--- config.mk ---
export PLATFORM = sky130hd
export DESIGN_NAME = mole_spawner
export DESIGN_NICKNAME = d
export VERILOG_FILES = /design/src/rtl/mole_spawner.sv
export SDC_FILE = /design/constraint.sdc
export NUM_CORES = 1
export LEC_CHECK = 0
export ABC_CLOCK_PERIOD_IN_PS = 4450
export CORE_ASPECT_RATIO = 1.2
export CORE_MARGIN = 3
export CORE_UTILIZATION = 52
export DETAILED_ROUTE_END_ITERATION = 10
export PLACE_DENSITY = 0.75
export SLEW_MARGIN = 30
export SYNTH_ARGS = -nofsm -noshare
export SYNTH_HDL_FRONTEND = slang
export SYNTH_SLANG_ARGS = --single-unit
--- constraint.sdc ---
create_clock -name CLK100MHZ -period 4.45 [get_ports CLK100MHZ]
set_input_delay 0.89 -clock CLK100MHZ [delete_from_list [all_inputs] [get_ports CLK100MHZ]]
set_output_delay 0.89 -clock CLK100MHZ [all_outputs]
set_load 0.02 [all_outputs]
--- src/rtl/mole_spawner.sv ---
// mole_spawner: schedules mole spawns for the timer bank.
// Once per difficulty-dependent interval it picks a pseudo-random idle hole,
// pulses that hole's request line for one cycle with a 3-bit up-time code,
// and skips the spawn when too many moles are already up.
//
// Handshake: mole is a fire-and-forget strobe. Exactly one bit is high for
// exactly one cycle (the FIRE state). moletime is valid in that cycle and
// holds its value afterwards. There is no back-pressure from the timer bank.
module mole_spawner #(
    parameter int          TICK_DIV  = 100000,
    parameter int          INT0      = 1000,
    parameter int          INT1      = 700,
    parameter int          INT2      = 450,
    parameter int          INT3      = 250,
    parameter logic [15:0] LFSR_SEED = 16'hACE1
) (
    input  logic       CLK100MHZ,
    input  logic       reset,
    input  logic       enable,
    input  logic [1:0] difficulty,
    input  logic [7:0] omole,
    output logic [7:0] mole,
    output logic [2:0] moletime,
    output logic [7:0] spawn_count,
    output logic [2:0] state_dbg
);

    localparam int DIV_W = (TICK_DIV > 1) ? $clog2(TICK_DIV) : 1;

    typedef enum logic [2:0] {
        IDLE  = 3'd0,
        WAIT  = 3'd1,
        PICK  = 3'd2,
        PROBE = 3'd3,
        FIRE  = 3'd4
    } state_t;

    state_t           state, state_n;
    logic [15:0]      lfsr;
    logic [DIV_W-1:0] div, div_n;
    logic [15:0]      icnt, icnt_n;
    logic [15:0]      ilast, ilast_n;
    logic [15:0]      sel_last;
    logic [2:0]       idx, idx_n;
    logic [2:0]       tcode, tcode_n;
    logic [2:0]       probe, probe_n;
    logic [7:0]       mole_n;
    logic [2:0]       moletime_n;
    logic [7:0]       count_n;
    logic [3:0]       busy_cnt;
    logic [3:0]       cap;
    logic             tick;

    assign state_dbg = state;
    assign tick      = (state == WAIT) && (div == DIV_W'(TICK_DIV - 1));
    assign cap       = {2'b00, difficulty} + 4'd1;

    // Last interval count for the current difficulty; latched on WAIT entry.
    always_comb begin
        sel_last = 16'(INT0 - 1);
        case (difficulty)
            2'd0: sel_last = 16'(INT0 - 1);
            2'd1: sel_last = 16'(INT1 - 1);
            2'd2: sel_last = 16'(INT2 - 1);
            2'd3: sel_last = 16'(INT3 - 1);
            default: sel_last = 16'(INT0 - 1);
        endcase
    end

    // Number of moles currently up, compared against the concurrency cap.
    always_comb begin
        busy_cnt = 4'd0;
        for (int i = 0; i < 8; i++) begin
            busy_cnt = busy_cnt + {3'b000, omole[i]};
        end
    end

    // Free-running Fibonacci LFSR (taps 16,14,13,11); runs in every state.
    always_ff @(posedge CLK100MHZ) begin
        if (reset) begin
            lfsr <= LFSR_SEED;
        end else begin
            lfsr <= {lfsr[14:0], lfsr[15] ^ lfsr[13] ^ lfsr[12] ^ lfsr[10]};
        end
    end

    // Next-state and next-output logic; enable low overrides every state.
    always_comb begin
        state_n    = state;
        div_n      = div;
        icnt_n     = icnt;
        ilast_n    = ilast;
        idx_n      = idx;
        tcode_n    = tcode;
        probe_n    = probe;
        mole_n     = 8'h00;
        moletime_n = moletime;
        count_n    = spawn_count;
        if (!enable) begin
            state_n = IDLE;
            div_n   = '0;
            icnt_n  = '0;
        end else begin
            case (state)
                IDLE: begin
                    state_n = WAIT;
                    div_n   = '0;
                    icnt_n  = '0;
                    ilast_n = sel_last;
                end
                WAIT: begin
                    if (tick) begin
                        div_n = '0;
                        if (icnt == ilast) begin
                            state_n = PICK;
                            icnt_n  = '0;
                        end else begin
                            icnt_n = icnt + 16'd1;
                        end
                    end else begin
                        div_n = div + DIV_W'(1);
                    end
                end
                PICK: begin
                    idx_n   = lfsr[2:0];
                    tcode_n = lfsr[10:8];
                    probe_n = 3'd0;
                    if (busy_cnt >= cap) begin
                        // Too many moles up: give up this interval, no retry.
                        state_n = WAIT;
                        div_n   = '0;
                        icnt_n  = '0;
                        ilast_n = sel_last;
                    end else begin
                        state_n = PROBE;
                    end
                end
                PROBE: begin
                    if (!omole[idx]) begin
                        // Pulse and code are registered so they appear in FIRE.
                        state_n    = FIRE;
                        mole_n     = 8'h01 << idx;
                        moletime_n = tcode;
                        count_n    = spawn_count + 8'd1;
                    end else if (probe == 3'd7) begin
                        // Every hole busy; only reachable if omole moves under us.
                        state_n = WAIT;
                        div_n   = '0;
                        icnt_n  = '0;
                        ilast_n = sel_last;
                    end else begin
                        idx_n   = idx + 3'd1;
                        probe_n = probe + 3'd1;
                    end
                end
                FIRE: begin
                    state_n = WAIT;
                    div_n   = '0;
                    icnt_n  = '0;
                    ilast_n = sel_last;
                end
                default: begin
                    state_n = IDLE;
                    div_n   = '0;
                    icnt_n  = '0;
                end
            endcase
        end
    end

    // State, counters and registered outputs; reset dominates everything.
    always_ff @(posedge CLK100MHZ) begin
        if (reset) begin
            state       <= IDLE;
            div         <= '0;
            icnt        <= '0;
            ilast       <= 16'(INT0 - 1);
            idx         <= 3'd0;
            tcode       <= 3'd0;
            probe       <= 3'd0;
            mole        <= 8'h00;
            moletime    <= 3'd0;
            spawn_count <= 8'd0;
        end else begin
            state       <= state_n;
            div         <= div_n;
            icnt        <= icnt_n;
            ilast       <= ilast_n;
            idx         <= idx_n;
            tcode       <= tcode_n;
            probe       <= probe_n;
            mole        <= mole_n;
            moletime    <= moletime_n;
            spawn_count <= count_n;
        end
    end

endmodule

==> summary.txt <==
Die
  – Die height: 106 um
  – Area of the die: 0.00949 mm2
  – Cell row count: 35
  – Die width: 89.4 um
  – Core Region: 0.00788 mm2
  – # IOs: 35
  – Initial Utilization: 55.1%

Clock network
  – CTS Root Cell: clkbuf_8
  – Clock buffer count from CTS: 9
  – Maximum buffer depth of the clock tree: 2
  – CTS tree: yes
  – Clock-pin transition on the worst setup and hold timing paths: 0.10 ns
  – Latest clock arrival within the worst-skew pair: 0.37 ns
  – CTS sink count: 86
  – Hold buffer count at cts: 0
  – H-Tree Level Count: 3

Synth
  – Ys flop type: dfxtp_1
  – Synth Instances: 479
  – Syn Area/Cell: 9.07 um2
  – Synthesis Warnings: 0
  – EDFF count, synth: 0
  – Sequential element share of the synthesized area: 39.6%
  – Post-synthesis cell area: 0.00434 mm2
  – Distinct cells, synth: 53
  – Seq cells post-synth: 86
  – Syn nets: 517
  – Ys async rst share: 0%

Worst setup path
  – Worst Path Max Fanout: 2
  – Crit-path most repeated cell: fa_1
  – CP required: 4.75 ns
  – Arrival time worst endpoint: 4.79 ns
  – Critical Path Max Stage Delay: 0.56 ns
  – Critical-path cell list: buf_8, inv_8, fa_1, fa_1, fa_1, inv_1, ha_2, inv_2, fa_2, inv_2, ha_4, o21ai_2, a21oi_2, o31ai_4, buf_6, a211o_1, or3_1, a21oi_1
  – Crit-path slowest cell: fa_2
  – CP Class: primary input to flip-flop
  – R2R setup slack: 1.50 ns
  – CP Capture Type: flip-flop
  – Critical path launch point type: primary input

Placement
  – Post-placement cell count: 604
  – PortBufs: 34
  – GP Congestion: 0.839
  – DP Wirelength: 6410 um

Timing
  – Final setup vio count: 3
  – Slew Viols, Final: 0
  – Final Hold Vio Count: 0
  – Tmin final: 4.49 ns
  – RSZ-0062 raised after global routing: true
  – Min Hold Slack: 0.411 ns
  – Part of the cycle the worst path needs: 101%
  – Worst-margin pin slew: 0.832 ns
  – Fmax: 223 MHz
  – Fin worst setup slack: -0.0357 ns
  – Slew headroom: 44.0%
  – Final worst clock skew: 0.0157 ns

Drt
  – Remaining antenna violation count: 0
  – Initial drt markers: 137
  – Routed vias: 3482
  – # DRC: 0
  – Final wirelength: 9760 um
  – Post-DR vias/cell: 5.55
  – Wire per inst: 15.6 um
  – Drt first pass iters: 4

Global routing
  – First-pass GRT wire length: 16400 um
  – Antenna violations before repair: 0
  – Vias in the first global route: 3485
  – Largest net degree at the start of global routing: 36
  – Grt ovf: 0
  – Overall Global Routing Usage: 21.4%

Cells and area
  – Multi-input gate area: 0.00283 mm2
  – Nets: 568
  – Area delta synth->final: 29.9%
  – FF+latch area: 0.00172 mm2
  – Fillers: 560
  – Final Non-Filler Cells: 627
  – ANT cells: 0
  – Layout cell share with drive strength beyond 1: 22.4%

Power
  – P per Cell Area: 283 mW/mm2
  – LEAKAGE: 1.92 nW
  – VDD IR-drop max: 196 uV
  – Total power: 1.59 mW

Worst hold path
  – HP Class: flip-flop to flip-flop

Outcome
  – Failing checks: negative setup slack
  – Run status: finished, violations left

Job
  – Total of max-cap violations: 0
[sequential cells by signal (all words and copies together), names as in the netlist]
name,count
mole,8
div,17
ilast,6
moletime,3
probe,3
icnt,16
state_dbg,3
spawn_count,8
idx,3
tcode,3
lfsr,16
[through the flow]
stage	TNS, ns	setup WS, ns	utilization [%]	cell area [um2]
floorplan	-1.38	-0.116	-	4510
global placement	-30.07	-0.834	63.1	4970
detailed placement	-34.75	-0.968	63.1	4970
CTS	-0.00683	-0.00683	69.3	5460
global route	-3.67	-0.154	71.6	5640
finish	-0.0646	-0.0357	71.6	5640
[kinds of logic after synthesis]
| logic type | after synthesis | share of synthesized area (%) |
|---|---|---|
| adder cells (fa/ha/maj) | 25 | 7.89 |
| buffers and inverters | 51 | 5.42 |
| XOR/XNOR | 42 | 8.47 |
| AO/OA/AOI/OAI | 44 | 7.14 |
| flip-flops | 86 | 39.6 |
| AND/OR/NAND/NOR | 220 | 28.8 |
| multiplexers | 11 | 2.65 |
[cell usage in the layout (no fill, tap or decap), drive strengths merged, types with 4 or more instances in the layout]
master / netlist / final
a31oi: 5 / 5
nor2: 57 / 57
or3: 8 / 8
nand4: 9 / 9
clkbuf: 10 / 9
nor3b: 5 / 5
and2: 10 / 10
nor4: 24 / 24
dfxtp: 86 / 86
xnor2: 37 / 37
fa: 4 / 4
ha: 21 / 21
clkdlybuf4s50: 0 / 31
a21oi: 16 / 16
mux2i: 10 / 10
nor2b: 15 / 15
nand2: 30 / 30
buf: 11 / 30
o21ai: 8 / 8
nor3: 9 / 9
nor4b: 8 / 8
or2: 11 / 11
nand3: 17 / 17
clkinv: 0 / 4
inv: 30 / 33
xor2: 5 / 5
and3: 5 / 5
[worst max-delay path, delay by kind of cell]
| family | cells | cell delay, ns |
|---|---|---|
| and+or+nand+nor | 1 | 0.32 |
| buffers and inverters | 6 | 0.41 |
| adders and majority gates | 6 | 2.40 |
| AOI/OAI and AO/OA | 5 | 0.76 |
[cell usage after synthesis, types with 3 or more instances]
master	number	share of area [%]
nor3_1	8	0.92
a21oi_1	16	1.8
and3_1	5	0.72
nor3b_1	5	0.86
nor2_1	57	4.9
nor4b_1	8	1.6
fa_1	4	1.8
a31oi_1	3	0.43
nand3_1	17	2.0
and2_1	10	1.4
nand2_1	30	2.6
inv_1	30	2.6
or3_1	7	1.0
buf_6	4	1.0
dfxtp_1	86	40
buf_2	5	0.58
clkbuf_1	10	0.86
nor2b_1	15	2.2
xor2_1	5	1.0
nor4_1	14	2.0
xnor2_1	37	7.5
a211oi_1	3	0.52
nor4_2	10	2.9
mux2i_1	10	2.3
ha_1	21	6.1
o21ai_0	8	0.92
nand2b_1	3	0.43
nand4_1	9	1.3
or2_2	11	1.6
[path summary, 6_finish.rpt]
| check | start | to | cells after the start |
|---|---|---|---|
| setup / recovery | omole[3] | ilast[4] | 18 |
| setup reg to reg | idx[0] | div[2] | 8 |
| hold reg to reg | lfsr[6] | lfsr[7] | 1 |
| hold / removal | lfsr[6] | lfsr[7] | 1 |
[layout make-up]
cell class,instances,share of cell area [%]
Multi-Input combinational cell,342,50.2
Sequential cell,86,30.5
Timing Repair Buffer,61,11.6
Clock buffer,9,2.20
Inverter,30,2.13
Tap cell,92,2.04
Clock inverter,7,1.35
[where the power goes]
part / total (mW) / internal, mW / switching (mW)
clock network: 0.547 / 0.222 / 0.325
registers: 0.798 / 0.785 / 0.0123
logic: 0.249 / 0.122 / 0.126
[layer usage]
| metal | global-route usage (%) | vias to the layer above | routed length, um |
|---|---|---|---|
| met5 | 0 | - | 0 |
| met4 | 6.91 | 0 | 151 |
| met3 | 4.96 | 10 | 383 |
| met2 | 35.1 | 63 | 5050 |
| met1 | 27.5 | 1663 | 4170 |
| li1 | - | 1746 | - |
[repair_timing]
item	CTS	global route
hold endpoints to repair	0	0
setup endpoints to repair	40	39
gates cloned	1	0
pin swaps	27	30
resized for setup	54	31
buffers inserted	4	2
(Power assumes the default switching activity.)
